## src/rtl/rcosc_baud_pkg.sv

```systemverilog
// Shared constants and types for the RC-oscillator baud tick generator.
// Increments are round(baud*OSR*2^ACC_W/160e6).
package rcosc_baud_pkg;

  localparam int ACC_W = 24;
  localparam int OSR   = 16;
  localparam int OS_W  = $clog2(OSR);

  typedef logic [ACC_W-1:0] acc_t;
  typedef logic [OS_W-1:0]  os_cnt_t;

  localparam acc_t    INCR_115200 = 24'h02F2FA;
  localparam acc_t    INCR_9600   = 24'h003EEA;
  localparam acc_t    INCR_RST    = INCR_115200;
  localparam os_cnt_t OS_LAST     = os_cnt_t'(OSR - 1);
  localparam os_cnt_t OS_MID      = os_cnt_t'(OSR / 2);

endpackage

```

## src/rtl/rcosc_settle_cnt.sv

```systemverilog
// Post-reset oscillator settle hold-off: ready_o rises on the SETTLE_CYCLES-th
// clock after reset release and stays high until the next reset.
module rcosc_settle_cnt #(
  parameter int SETTLE_CYCLES = 1024
) (
  input  logic clk_i,
  input  logic rst_i,
  output logic ready_o
);

  localparam int CW = (SETTLE_CYCLES > 1) ? $clog2(SETTLE_CYCLES) : 1;
  localparam logic [CW-1:0] LAST = CW'(SETTLE_CYCLES - 1);

  logic [CW-1:0] cnt_q, cnt_d;
  logic          ready_q, ready_d;

  always_comb begin
    cnt_d   = cnt_q;
    ready_d = ready_q;
    if (!ready_q) begin
      // Counter parks on LAST once ready; no wrap needed.
      if (cnt_q == LAST) ready_d = 1'b1;
      else               cnt_d   = cnt_q + CW'(1);
    end
  end

  always_ff @(posedge clk_i) begin
    if (rst_i) begin
      cnt_q   <= '0;
      ready_q <= 1'b0;
    end else begin
      cnt_q   <= cnt_d;
      ready_q <= ready_d;
    end
  end

  assign ready_o = ready_q;

endmodule

```

## src/rtl/rcosc_baud_tick_gen.sv

```systemverilog
// Fractional-accumulator UART tick generator (16x and 1x enables) on the 160 MHz RC clock.
// Define RCOSC_BAUD_SYNC_EN to add the SYNC port that realigns the bit phase to mid-bit.
module rcosc_baud_tick_gen
  import rcosc_baud_pkg::*;
#(
  parameter int SETTLE_CYCLES = 1024
) (
  input  logic             RCOSC_160MHZ_GL,
  input  logic             RESET,
  input  logic             CFG_VALID,
  input  logic [ACC_W-1:0] CFG_INCR,
  output logic             CFG_READY,
  output logic             READY,
  output logic             TICK_16X,
  output logic             TICK_1X
`ifdef RCOSC_BAUD_SYNC_EN
  ,
  input  logic             SYNC
`endif
);

  logic       ready;
  logic       cfg_fire;
  logic       carry;
  logic [ACC_W:0] sum;

  acc_t    acc_q,  acc_d;
  acc_t    incr_q, incr_d;
  os_cnt_t os_q,   os_d;
  logic    tick16_q, tick16_d;
  logic    tick1_q,  tick1_d;

  rcosc_settle_cnt #(
    .SETTLE_CYCLES (SETTLE_CYCLES)
  ) u_settle (
    .clk_i   (RCOSC_160MHZ_GL),
    .rst_i   (RESET),
    .ready_o (ready)
  );

  assign sum      = {1'b0, acc_q} + {1'b0, incr_q};
  assign carry    = sum[ACC_W];
  assign cfg_fire = CFG_VALID & ready;

  always_comb begin
    acc_d    = '0;
    os_d     = '0;
    incr_d   = incr_q;
    tick16_d = 1'b0;
    tick1_d  = 1'b0;
    if (ready) begin
      // The carry of this cycle's add still ticks even if the phase is reset below.
      tick16_d = carry;
      tick1_d  = carry && (os_q == OS_LAST);
      acc_d    = sum[ACC_W-1:0];
      os_d     = os_q;
      if (carry) os_d = (os_q == OS_LAST) ? '0 : os_q + os_cnt_t'(1);
      if (cfg_fire) begin
        incr_d = CFG_INCR;
        acc_d  = '0;
        os_d   = '0;
      end
`ifdef RCOSC_BAUD_SYNC_EN
      if (SYNC) begin
        acc_d = '0;
        os_d  = OS_MID;
      end
`endif
    end
  end

  always_ff @(posedge RCOSC_160MHZ_GL) begin
    if (RESET) begin
      acc_q    <= '0;
      os_q     <= '0;
      incr_q   <= INCR_RST;
      tick16_q <= 1'b0;
      tick1_q  <= 1'b0;
    end else begin
      acc_q    <= acc_d;
      os_q     <= os_d;
      incr_q   <= incr_d;
      tick16_q <= tick16_d;
      tick1_q  <= tick1_d;
    end
  end

  assign READY     = ready;
  assign CFG_READY = ready;
  assign TICK_16X  = tick16_q;
  assign TICK_1X   = tick1_q;

endmodule
```

## config.mk

```make
export PLATFORM = sky130hd
export DESIGN_NAME = rcosc_baud_tick_gen
export DESIGN_NICKNAME = d
export VERILOG_FILES = /design/src/rtl/rcosc_baud_pkg.sv /design/src/rtl/rcosc_settle_cnt.sv /design/src/rtl/rcosc_baud_tick_gen.sv
export SDC_FILE = /design/constraint.sdc
export NUM_CORES = 1
export LEC_CHECK = 0
export BUFFER_PORTS_ARGS = -buffer_cell sky130_fd_sc_hd__buf_2
export CAP_MARGIN = 10
export CORE_MARGIN = 1.5
export CORE_UTILIZATION = 59
export DETAILED_ROUTE_END_ITERATION = 8
export GPL_TIMING_DRIVEN = 0
export MAX_ROUTING_LAYER = met4
export PLACE_DENSITY = 0.87
export SYNTH_ARGS = -nofsm -noshare
export SYNTH_HDL_FRONTEND = slang
export SYNTH_HIERARCHICAL = 1
export SYNTH_SLANG_ARGS = --single-unit
```

## constraint.sdc

```tcl
create_clock -name RCOSC_160MHZ_GL -period 2.9 [get_ports RCOSC_160MHZ_GL]
set_input_delay 0 -clock RCOSC_160MHZ_GL [delete_from_list [all_inputs] [get_ports RCOSC_160MHZ_GL]]
set_output_delay 0 -clock RCOSC_160MHZ_GL [all_outputs]
set_load 0.02 [all_outputs]
```

==> metrics.md <==
| Metric | Value |
|---|---|
| Vias | 3,312 |
| CTS Buf Count | 9 |
| Post-synthesis net count | 470 |
| Sequential fraction of the synthesis area | a little under two fifths |
| Status | finished clean |
| Clock skew | between 9 and 10 ps |
| Util after Layout | roughly three quarters |
| Post-synth EDFFs | 0 |
| Die Width | between 70 and 80 um |
| First-pass GRT wire length | around 14 mm |
| Max Slew Vio Count | 0 |
| Yosys reg bits | 65 |
| Total grt overflow | 0 |
| I/O Pins | 31 |
| FF+latch area | 0.00130 sq mm |
| Cell row count | 27 |
| Hold Slack | a little over 70 ps |
| Initial antenna violation count | 0 |
| Final hold viol count | 0 |
| Core ar. | roughly 0.0056 sq mm |
| FILL cells | between 400 and 500 |
| ANT nets after route | 0 |
| Die extent in y | around 80 um |
| Number of global-route vias before repair | roughly 3,100 |
| CTS tree | yes |
| Crit. End Element | flop |
| Skew-Pair Late Insertion Delay | roughly 350 ps |
| Post-CTS Setup Bufs | 0 |
| Gr usage total | 28.5% |
| Maximum clock insertion buffer count | 2 |
| RSZ-0062 raised after global routing | no |
| Max-Slew Margin vs Limit | between 50% and 60% |
| Die area | approximately 0.0064 sq mm |
| Worst Tran Pin Value | ~630 ps |
| Asr flop ratio synth | 0% |
| Number of max-cap violations | 0 |
| Crit path max fanout | 8 |
| Post-Syn Instances | 416 |
| GPL Wtd Cong | around 0.97 |
| Required time of the worst setup path | between 3000 and 4000 ps |
| Final wirelength | roughly 8.3 mm |
| Hpwl dp | between 5 and 6 mm |
| Drt drc | 0 |
| Setup TNS | 0 ps |
| Crit Path Class | reg -> reg |
| Overall power | between 1500 and 2000 uW |
| Complex-gate fraction of the synthesized area | 20.2% |
| H-tree depth | 3 |
| Antenna Diode Count | 0 |
| Synth Area in XOR/XNOR | under 10% |
| Post-route clock period utilization | 94.5% |
| Most frequent cells in the layout | nand2_1 (72), dfxtp_1 (65), nor2_1 (42) |
| VDD IR max | 0.000332 V |
| Clk sinks | 65 |
| Final setup violation count | 0 |
| Post-synthesis simple-gate area fraction | between 20% and 30% |
| Crit start category | flop |
| Root Driver | clkbuf_8 |
| Prevailing post-synth register cell | dfxtp_1 |
| Adder-cell share of the synthesized area | 9.92% |
| DR pass1 iterations | 7 |
| Layout area overhead | 21.9% |
| First DRT Iteration DRCs | 292 |
| Vias/cell | between 5 and 6 |
| Commonest non-fill, non-tap cell in the layout | nand2_1 |
| Multi-input gate area | roughly 0.0021 sq mm |
| Wire per inst | 14.7 um |
| Worst EP arrival | 3010 ps |
| Cell Area, Synth | roughly 0.0035 sq mm |
| P_leak | ~0.0018 uW |
| Synth unique cells | 52 |
| Fin area | around 0.0042 sq mm |
| Hold crit path type | in -> reg |
| Clock slew at reported path FFs | about 80 ps |
| Worst r2r path cells | 9 |
| Hold path depth | 3 |
| Pwr Density | around 430 mW/mm^2 |
| Post-layout nets | 540 |
| Largest family of logic cells by synthesized area | simple AND/OR/NAND/NOR gates |
| Number of port buffers | 30 |
| Proportion of synthesized area in mux cells | under 10% |
| Largest net degree at the start of global routing | 13 |
| Post-route minimum period | approximately 2700 ps |
| Synth warn | 6 |
| Highest Clock Rate | between 300 and 400 MHz |
| Share of cells above drive strength 1 | between 10% and 20% |
| Cell Area, Placed | ~0.0037 sq mm |
| Syn Area/Cell | around 8.4 sq um |
| Initial Utilization | between 60% and 70% |
## cell usage after synthesis, drive strengths merged, types with 7 or more instances
cell type  instances  area share [%]
a211oi             8             1.9
a21o              12             2.6
a21oi             40             6.1
a31oi              7             1.6
clkbuf            15             1.6
dfxtp             65              37
ha                26             9.3
nand2             73             7.9
nand3             11             1.6
nand3b            13             2.8
nor2              42             4.5
o21ai             10             1.4
xnor2             14             3.5
xor2               7             1.8
## power by group
part / total [uW] / switching [uW] / internal [uW]
Combinational: 66.6 / 24.0 / 42.6
Sequential: 899 / 3.63 / 895
Clock: 854 / 370 / 483
Total: 1820 / 398 / 1420
## routing by layer
layer,up-vias,wire [um],global-route usage (%)
met5,-,0,-
met3,22,492,4.80
met2,130,3970,48.6
li1,1621,-,-
met1,1539,3590,33.0
met4,0,204,12.6
## logic make-up (layout without fill, tap and decap cells)
family | after synthesis | count (layout)
DFF | 65 | 65
muxes | 4 | 4
AOI/OAI and AO/OA | 104 | 104
buffers and inverters | 25 | 100
adders and majority gates | 27 | 27
xor gates and xnor gates | 21 | 21
and+or+nand+nor | 170 | 170
## through the flow
| step | instances | worst slack, ps |
|---|---|---|
| CTS | 563 | 38.7 |
| finish | 563 | 161 |
| detailed placement | 518 | -29.8 |
| global placement | 518 | -33.8 |
| global route | 563 | 0.562 |
| floorplan | 416 | 337 |
## sequential cells by signal (all words and copies together), names as in the netlist
name and count:
TICK_16X 1, os_q 4, u_settle/cnt_q 10, u_settle/ready_o 1, incr_q 24, TICK_1X 1
acc_q 24
## area by class of cell
cell class | instances | area share, %
multi-input cells | 326 | 49.2
flip-flops and latches | 65 | 30.7
repair buffers | 59 | 10.4
clock buffers | 9 | 2.92
clock inverters | 7 | 2.24
well taps | 72 | 2.12
plain buffers | 19 | 1.92
inverters | 6 | 0.531
## worst paths after layout
path	slack, ps	startpoint	end
max	160	incr_q[0]	TICK_1X
min	70	RESET	u_settle/cnt_q[7]
max reg2reg	160	incr_q[0]	TICK_1X
min reg2reg	460	incr_q[18]	incr_q[18]
## critical path: stages, from the launching register on
cell and delay (ps):
dfxtp_1 330, ha_1 210, fa_1 280, a211oi_2 110, o311ai_2 320, a41oi_2 220
o41a_1 480, a21oi_4 250, and2b_1 220, and4_1 250
## what timing repair did
action / in CTS / in global routing
resized for setup: 1 / 3
hold endpoints to repair: 25 / 0
endpoints found under the setup margin: 1 / 9
hold buffers: 29 / 0
gates cloned: 0 / 0
Power figures use the tool's default switching activity.
